`src/rtl/bfp_frame_bw_tracker_pkg.sv`:
```
// Shared types and helpers for the block-floating-point frame width tracker.
package bfp_frame_bw_tracker_pkg;

    // Widest sample the width helper accepts; callers sign-extend into this.
    localparam int unsigned MaxDw = 64;

    // Wide enough to hold any significant width up to MaxDw.
    typedef logic [6:0] bw_t;

    // Width of a field able to hold the values 0..dw.
    function automatic int unsigned f_bww(input int unsigned dw);
        return $clog2(dw + 1);
    endfunction

    // Significant two's-complement width: one sign bit plus everything below the
    // highest bit that differs from the sign. The highest differing bit wins.
    function automatic bw_t f_sig_width(input logic [MaxDw-1:0] x);
        bw_t n;
        n = bw_t'(1);
        for (int i = 0; i < int'(MaxDw) - 1; i++) begin
            if (x[i] != x[MaxDw-1]) begin
                n = bw_t'(i + 2);
            end
        end
        return n;
    endfunction

endpackage

```
`src/rtl/bfp_frame_bw_tracker_lane_max.sv`:
```
// Two-stage front end: per-lane significant width (S1), then max over lanes (S2).
module bfp_frame_bw_tracker_lane_max
    import bfp_frame_bw_tracker_pkg::*;
#(
    parameter int unsigned DW  = 16,
    parameter int unsigned NCH = 4,
    parameter int unsigned BWW = 5
) (
    input  logic              clk,
    input  logic              rst,
    input  logic              clr,
    input  logic              in_valid,
    input  logic              in_last,
    input  logic [NCH*DW-1:0] in_data,
    output logic              s2_valid,
    output logic              s2_last,
    output logic [BWW-1:0]    s2_bw
);

    logic [BWW-1:0] lane_bw [NCH];
    logic [BWW-1:0] bw1_q   [NCH];
    logic           v1_q;
    logic           l1_q;
    logic [BWW-1:0] max_bw;
    logic           v2_q;
    logic           l2_q;
    logic [BWW-1:0] bw2_q;

    // Per-lane width of the incoming samples.
    always_comb begin
        for (int k = 0; k < int'(NCH); k++) begin
            lane_bw[k] = BWW'(f_sig_width(MaxDw'($signed(in_data[k*DW +: DW]))));
        end
    end

    // S1: register lane widths; clr squashes the beat entering this cycle.
    always_ff @(posedge clk or posedge rst) begin
        if (rst) begin
            v1_q <= 1'b0;
            l1_q <= 1'b0;
            for (int k = 0; k < int'(NCH); k++) begin
                bw1_q[k] <= '0;
            end
        end else begin
            v1_q <= in_valid & ~clr;
            l1_q <= in_valid & in_last & ~clr;
            for (int k = 0; k < int'(NCH); k++) begin
                bw1_q[k] <= lane_bw[k];
            end
        end
    end

    // Reduce the registered lane widths to their maximum.
    always_comb begin
        max_bw = '0;
        for (int k = 0; k < int'(NCH); k++) begin
            if (bw1_q[k] > max_bw) begin
                max_bw = bw1_q[k];
            end
        end
    end

    // S2: register the beat maximum; clr squashes whatever sits in S1.
    always_ff @(posedge clk or posedge rst) begin
        if (rst) begin
            v2_q  <= 1'b0;
            l2_q  <= 1'b0;
            bw2_q <= '0;
        end else begin
            v2_q  <= v1_q & ~clr;
            l2_q  <= l1_q & ~clr;
            bw2_q <= max_bw;
        end
    end

    assign s2_valid = v2_q;
    assign s2_last  = l2_q;
    assign s2_bw    = bw2_q;

endmodule

```
`src/rtl/bfp_frame_bw_tracker.sv`:
```
// Frame maximum-width tracker: accumulates the per-beat max and commits the frame
// maximum plus normalisation shift into a held, acknowledged result.
module bfp_frame_bw_tracker
    import bfp_frame_bw_tracker_pkg::*;
#(
    parameter int unsigned DW        = 16,
    parameter int unsigned NCH       = 4,
    parameter int unsigned TARGET_BW = DW - 2,
    localparam int unsigned BWW      = f_bww(DW)
) (
    input  logic              clk,
    input  logic              rst,
    input  logic              clr,
    input  logic              in_valid,
    input  logic              in_last,
    input  logic [NCH*DW-1:0] in_data,
    output logic [BWW-1:0]    running_bw,
    output logic              res_valid,
    input  logic              res_ack,
    output logic [BWW-1:0]    res_max_bw,
    output logic [BWW-1:0]    res_shift,
    output logic              res_overrun
);

    localparam logic [BWW-1:0] TargetBw = BWW'(TARGET_BW);

    logic           s2_valid;
    logic           s2_last;
    logic [BWW-1:0] s2_bw;

    logic [BWW-1:0] acc_q, acc_d;
    logic [BWW-1:0] cand;
    logic [BWW-1:0] cand_shift;
    logic           commit;
    logic           res_valid_q, res_valid_d;
    logic [BWW-1:0] res_max_q, res_max_d;
    logic [BWW-1:0] res_shift_q, res_shift_d;
    logic           res_overrun_q, res_overrun_d;

    bfp_frame_bw_tracker_lane_max #(
        .DW  (DW),
        .NCH (NCH),
        .BWW (BWW)
    ) u_lane_max (
        .clk      (clk),
        .rst      (rst),
        .clr      (clr),
        .in_valid (in_valid),
        .in_last  (in_last),
        .in_data  (in_data),
        .s2_valid (s2_valid),
        .s2_last  (s2_last),
        .s2_bw    (s2_bw)
    );

    // Accumulator and result next-state; clr discards a commit arriving on its edge.
    always_comb begin
        cand          = (s2_bw > acc_q) ? s2_bw : acc_q;
        cand_shift    = (cand > TargetBw) ? cand - TargetBw : '0;
        commit        = s2_valid & s2_last & ~clr;
        acc_d         = acc_q;
        res_valid_d   = res_valid_q;
        res_max_d     = res_max_q;
        res_shift_d   = res_shift_q;
        res_overrun_d = res_overrun_q;

        if (clr || commit) begin
            acc_d = '0;
        end else if (s2_valid) begin
            acc_d = cand;
        end

        if (commit) begin
            res_valid_d = 1'b1;
            res_max_d   = cand;
            res_shift_d = cand_shift;
            // Overwriting a result nobody has taken yet.
            if (res_valid_q && !res_ack) begin
                res_overrun_d = 1'b1;
            end
        end else if (res_valid_q && res_ack) begin
            res_valid_d = 1'b0;
        end
    end

    // Accumulator and held-result registers.
    always_ff @(posedge clk or posedge rst) begin
        if (rst) begin
            acc_q         <= '0;
            res_valid_q   <= 1'b0;
            res_max_q     <= '0;
            res_shift_q   <= '0;
            res_overrun_q <= 1'b0;
        end else begin
            acc_q         <= acc_d;
            res_valid_q   <= res_valid_d;
            res_max_q     <= res_max_d;
            res_shift_q   <= res_shift_d;
            res_overrun_q <= res_overrun_d;
        end
    end

    assign running_bw  = acc_q;
    assign res_valid   = res_valid_q;
    assign res_max_bw  = res_max_q;
    assign res_shift   = res_shift_q;
    assign res_overrun = res_overrun_q;

endmodule
```
`config.mk`:
```
export PLATFORM = sky130hd
export DESIGN_NAME = bfp_frame_bw_tracker
export DESIGN_NICKNAME = d
export VERILOG_FILES = /design/src/rtl/bfp_frame_bw_tracker_pkg.sv /design/src/rtl/bfp_frame_bw_tracker_lane_max.sv /design/src/rtl/bfp_frame_bw_tracker.sv
export SDC_FILE = /design/constraint.sdc
export NUM_CORES = 1
export LEC_CHECK = 0
export CAP_MARGIN = 20
export CORE_ASPECT_RATIO = 0.5
export CORE_MARGIN = 3
export CORE_UTILIZATION = 55
export DETAILED_ROUTE_END_ITERATION = 8
export HOLD_SLACK_MARGIN = 0.15
export MAX_ROUTING_LAYER = met4
export PLACE_DENSITY = 0.95
export SKIP_CTS_REPAIR_TIMING = 1
export SLEW_MARGIN = 25
export SYNTH_ARGS = -nofsm -noshare
export SYNTH_HDL_FRONTEND = slang
export SYNTH_HIERARCHICAL = 1
export SYNTH_SLANG_ARGS = --single-unit
```
`constraint.sdc`:
```
create_clock -name clk -period 11.1 [get_ports clk]
set_input_delay 2.775 -clock clk [delete_from_list [all_inputs] [get_ports clk]]
set_output_delay 2.775 -clock clk [all_outputs]
set_load 0.02 [all_outputs]
```
# After elaboration in Yosys (flattened, before gate mapping)
# Cells that the tools add are included.
dict set report totals {
  output_inout_bits 17
  elab_cells 166
  register_bits 46
}
dict set report op_classes {
  bitwise_logic 8
  eq_ne 60
  reduce_logical 7
  muxes 70
  order_cmp 6
  add_sub_neg 1
}
# cell n
set op_table {}
lappend op_table {{2-to-1 mux 5 bit} 50}
lappend op_table {{!= test 1 bit} 60}
lappend op_table {{2-to-1 mux 4 bit} 8}
lappend op_table {{greater-than comparator 5 bit} 4}
lappend op_table {{2-to-1 mux 2 bit} 6}
lappend op_table {{2-to-1 mux 3 bit} 4}
lappend op_table {{AND 1 bit} 7}
lappend op_table {{greater-than comparator 5 x 1 -> 1 bit, second input constant} 1}
lappend op_table {{greater-than comparator 5 x 4 -> 1 bit, second input constant} 1}
lappend op_table {{subtractor 5 x 4 -> 5 bit, second input constant} 1}
lappend op_table {{nonzero test 2 bit} 2}
lappend op_table {{logical AND 1 bit} 2}
lappend op_table {{2-to-1 mux 1 bit} 2}
lappend op_table {{AND reduction 2 bit} 1}
lappend op_table {{zero test 1 bit} 1}
lappend op_table {{logical OR 1 bit} 1}
lappend op_table {{inverter 1 bit} 1}

# Longest topological paths before layout
dict set report logic_depth {
  word_depth 16
  ltp_mapped 18
  ltp_nobuf 18
}

# Cells and area by module
# The synthesis kept the hierarchy.
# mod area_per_inst_um2 seq_area_each_um2 cells_each instances
set modules_own_cells {}
lappend modules_own_cells {bfp_frame_bw_tracker_lane_max 2673.8 725.7 350 1}
lappend modules_own_cells {bfp_frame_bw_tracker 974.7 425.4 95 1}

# Worst setup path after synthesis
# OpenSTA, ideal clock, no wires.
dict set report synth_path {
  path_kind {in2reg}
  start {in in_data[63]}
  end {reg u_lane_max/bw1_q[0] (netlist name)}
  arrival_time_ps 3756
  n_path_buf 1
  path_stages 5
  setup_ps 87
  path_slack_ps 7257
  path_cell_list {buf_6 -> nor4_2 -> nor2_1 -> or4_1 -> o211ai_1}
}
# item line_no
set synth_rtl {}
lappend synth_rtl {{start, declared} bfp_frame_bw_tracker.sv:16} ;# input logic [NCH*DW-1:0] in_data,
lappend synth_rtl {{end signal, assigned by index} bfp_frame_bw_tracker_lane_max.sv:48} ;# bw1_q[k] <= lane_bw[k];
lappend synth_rtl {{end, declared} bfp_frame_bw_tracker_lane_max.sv:21} ;# logic [BWW-1:0] bw1_q [NCH];

# Worst setup path in the final report
dict set report layout_path {
  start {reg u_lane_max/bw1_q[12] (netlist name)}
  end {reg u_lane_max.bw2_q[3] (netlist: u_lane_max/s2_bw[3])}
}
dict set report layout_between {
  elab_chain_len 6
}
# item line_no
set layout_lines {}
lappend layout_lines {{greater-than comparator 5 bit} bfp_frame_bw_tracker_lane_max.sv:57} ;# if (bw1_q[k] > max_bw) begin
lappend layout_lines {{2-to-1 mux 5 bit *} bfp_frame_bw_tracker_lane_max.sv:57}
lappend layout_lines {{greater-than comparator 5 bit} bfp_frame_bw_tracker_lane_max.sv:57}
lappend layout_lines {{2-to-1 mux 5 bit *} bfp_frame_bw_tracker_lane_max.sv:57}
lappend layout_lines {{greater-than comparator 5 bit} bfp_frame_bw_tracker_lane_max.sv:57}
lappend layout_lines {{2-to-1 mux 5 bit *} bfp_frame_bw_tracker_lane_max.sv:57}
lappend layout_lines {{via u_lane_max.max_bw[3]} bfp_frame_bw_tracker_lane_max.sv:24} ;# logic [BWW-1:0] max_bw;
lappend layout_lines {{end signal, assigned} bfp_frame_bw_tracker_lane_max.sv:72} ;# bw2_q <= max_bw;
lappend layout_lines {{end, declared} bfp_frame_bw_tracker_lane_max.sv:27} ;# logic [BWW-1:0] bw2_q;
# Mark *: on every way through the listed nets, which the timed path passes. The rest lies on a longest branch.
# A chain may end at the register's enable or synchronous reset.

==> parameters.txt <==
Parameter                              Value

Timing
  Worst Tran Pin Value ... 0.675 ns
  Hold Vio Cnt, Final ... 0
  Max-slew headroom at the worst pin ... 0.549
  Final sum of negative setup slack ... 0 ns
  Minimum period implied by the final worst setup slack ... 4.58 ns
  Max-slew violation count ... 0
  Final setup slack of the worst path ... 6.52 ns
  Post-route clock skew ... 0.00491 ns
  Achievable Freq ... 0.218 GHz
  Number of setup violations in the final report ... 0
  Final worst-path cycle share ... 0.413
  Setup repair after global routing missed its margin ... no

Logic synthesis
  Post-Syn Area ... 3650 um^2
  Flip-flop and latch count after synthesis ... 46
  Sequential fraction of the synthesis area ... 0.316
  Ys flop type ... sky130_fd_sc_hd__dfrtp_1
  Post-synthesis average cell area ... 8.20 um^2
  Count of cell types in the netlist ... 64
  Post-synth EDFFs ... 0
  Area leader, netlist ... sky130_fd_sc_hd__dfrtp_1
  Area share of the leading cell type in the synthesized netlist ... 0.316
  Synth Net Count ... 536
  Synthesized instance count ... 445
  Post-synthesis async set-or-reset flop share ... 1.00
  Syn. warnings ... 6
  Cell types with the largest area share after synthesis ... sky130_fd_sc_hd__dfrtp_1, sky130_fd_sc_hd__ha_1, sky130_fd_sc_hd__a21oi_1

Critical path
  Worst Path Required ... 11.27 ns
  Crit path arrival time ... 4.75 ns
  Crit Path Max Fanout ... 7
  Start-to-end type of the worst setup path ... reg2reg
  CP Launch Type ... flip-flop
  Crit. End Element ... flip-flop

Cells and area
  Final antenna diode count ... 0
  Area overhead of the layout relative to synthesis ... 29.7%
  Post-layout nets ... 621
  Most frequent cells in the layout ... sky130_fd_sc_hd__clkdlybuf4s50_1, sky130_fd_sc_hd__dfrtp_1, sky130_fd_sc_hd__nand2_1
  Share of layout cells above drive strength 1 ... 0.0716
  Most common cell after layout, fill and taps aside ... sky130_fd_sc_hd__clkdlybuf4s50_1
  Share of the core filled with cells in the final layout ... 0.759

Die
  Placeable core region ... 6230 um^2
  Row count ... 20
  Die extent in x ... 121 um
  Count of pins on the block boundary ... 87
  DIE AREA ... 7710 um^2
  Vertical extent of the die ... 63.6 um
  Initial core utilization ... 0.586

Power and ir drop
  Sequential cell fraction of total power ... 0.288
  Leakage power summed over all cells ... 1.99 nW
  Part of the power in combinational logic ... 0.499
  Cell Pwr Density ... 156 nW/um^2
  Internal power of the cells ... 0.454 mW
  Final total power ... 0.739 mW
  Switching power total ... 0.285 mW
  Fraction of power consumed by the clock network ... 0.212
  Max VDD drop ... 0.0917 mV
  Sw frac ... 0.386

Placed design
  Routability cong. ... 0.855
  HPWL after detailed placement ... 6720 um
  Pre-CTS WS ... 6.41 ns
  Number of buffers inserted by port buffering ... 86

Routing
  Routed wire length per instance ... 14.2 um
  Remaining antenna violation count ... 0
  DR vias/cell ... 5.79
  First-pass detailed-route iteration total ... 5
  Drt initial violations ... 146
  Wirelength, routed ... 8810 um
  DRC errors left ... 0
  Via count ... 3587

Run status
  Status ... finished clean

Clocking
  Depth of the CTS H-tree ... 2
  Clock transition time at the flip-flop clock pins of the worst setup and hold paths ... 0.07 ns
  Clock Root Buffer ... sky130_fd_sc_hd__clkbuf_16
  Total clock buffers created by CTS ... 5
  Largest buffer count on any clock path ... 2
  Clock sink total ... 46
  Clock insertion delay at the later pin of the skew report ... 0.29 ns
  Clock tree from TritonCTS ... done

GRT
  Antenna violations before repair ... 0
  Via count of the first global-routing pass ... 3515
  Total global routing track utilization ... 0.246
  GR Overflow Total ... 0
  Largest net degree at the start of global routing ... 30
  Global-route wire length before repair ... 15300 um

Worst hold path
  Min-Delay Path Class ... reg2reg

Job
  MaxCap Viol Count ... 0
-- worst max-delay path, stage by stage (launching register included) --
cell and delay (ns):
sky130_fd_sc_hd__dfrtp_1 0.39, sky130_fd_sc_hd__ha_1 0.33, sky130_fd_sc_hd__nand4_1 0.14, sky130_fd_sc_hd__o221ai_2 0.31
sky130_fd_sc_hd__mux2i_1 0.40, sky130_fd_sc_hd__ha_1 0.36, sky130_fd_sc_hd__and3_4 0.22, sky130_fd_sc_hd__a211oi_4 0.33
sky130_fd_sc_hd__a211oi_1 0.13, sky130_fd_sc_hd__a31oi_1 0.29, sky130_fd_sc_hd__inv_1 0.08, sky130_fd_sc_hd__ha_1 0.31
sky130_fd_sc_hd__nor2b_1 0.16, sky130_fd_sc_hd__nor3_1 0.05, sky130_fd_sc_hd__o21ai_0 0.21, sky130_fd_sc_hd__o221ai_1 0.36
sky130_fd_sc_hd__mux2_2 0.39
-- power by group through the flow --
stage / clock, mW / combinational (mW) / sequential, mW
finish: 0.157 / 0.369 / 0.213
global route: 0.168 / 0.411 / 0.216
CTS: 0.159 / 0.368 / 0.213
detailed placement: 0 / 0.360 / 0.216
global placement: 0 / 0.346 / 0.215
floorplan: 0 / 0.245 / 0.222
-- synth_stat cells, types with 10 or more instances --
cell and count:
sky130_fd_sc_hd__nor3_1 13, sky130_fd_sc_hd__nand2_1 44, sky130_fd_sc_hd__a21oi_1 35, sky130_fd_sc_hd__nand2b_1 13, sky130_fd_sc_hd__dfrtp_1 46, sky130_fd_sc_hd__o21ai_0 21, sky130_fd_sc_hd__nor2_1 34, sky130_fd_sc_hd__ha_1 21
sky130_fd_sc_hd__a31oi_1 12, sky130_fd_sc_hd__nand3_1 24, sky130_fd_sc_hd__nor2b_1 10, sky130_fd_sc_hd__inv_1 33
-- cell type report --
class,instances,area [um^2]
sequential,46,1150
inverter,33,124
multi-input combinational,358,2330
clock buffer,5,125
fill,460,1500
tap,88,110
timing repair buffer,86,861
clock inverter,3,26.3
-- layer usage --
metal	part of all wire	track usage	routed length, um	vias up
li1	-	-	-	1804
met1	0.44	0.291	3870	1671
met2	0.50	0.440	4410	100
met3	0.047	0.0395	414	12
met4	0.014	0.0642	119	0
met5	0	-	0	-
-- state kept, by name, indices dropped and copies added (netlist names) --
name,cells
u_lane_max/bw1_q,20
res_overrun,1
u_lane_max/s2_valid,1
running_bw,5
res_max_bw,5
u_lane_max/s2_bw,5
u_lane_max/l1_q,1
res_valid,1
res_shift,5
u_lane_max/v1_q,1
u_lane_max/s2_last,1
-- worst paths after layout --
check	start	to	slack, ns	depth (start not counted)
max	u_lane_max/bw1_q[12]$_DFF_PP0_	u_lane_max/s2_bw[3]$_DFF_PP0_	6.52	16
min	res_shift[1]$_DFFE_PP0P_	res_shift[1]$_DFFE_PP0P_	0.48	2
min reg2reg	res_shift[1]$_DFFE_PP0P_	res_shift[1]$_DFFE_PP0P_	0.48	2
max in group asynchronous	rst	res_shift[2]$_DFFE_PP0P_	7.74	2
max reg2reg	u_lane_max/bw1_q[12]$_DFF_PP0_	u_lane_max/s2_bw[3]$_DFF_PP0_	6.52	16
min in group asynchronous	rst	u_lane_max/s2_valid$_DFF_PP0_	2.91	2
-- through the flow --
step	cell area, um^2	cells	hold slack (ns)
final	4730	619	0.478
after global routing	4730	619	0.500
after CTS	4730	619	0.482
after detailed placement	4580	611	0.466
after global placement	4580	611	0.447
after floorplan	3650	445	0.439
-- kinds of logic after synthesis --
family	Yosys count	synth area share
XOR/XNOR	5	0.0120
AO/OA/AOI/OAI	138	0.258
multiplexers	17	0.0538
flip-flops	46	0.315
AND/OR/NAND/NOR	177	0.244
adder cells (fa/ha/maj)	21	0.0720
buffers and inverters	41	0.0446
No activity file was read; power rests on OpenSTA's default activity.
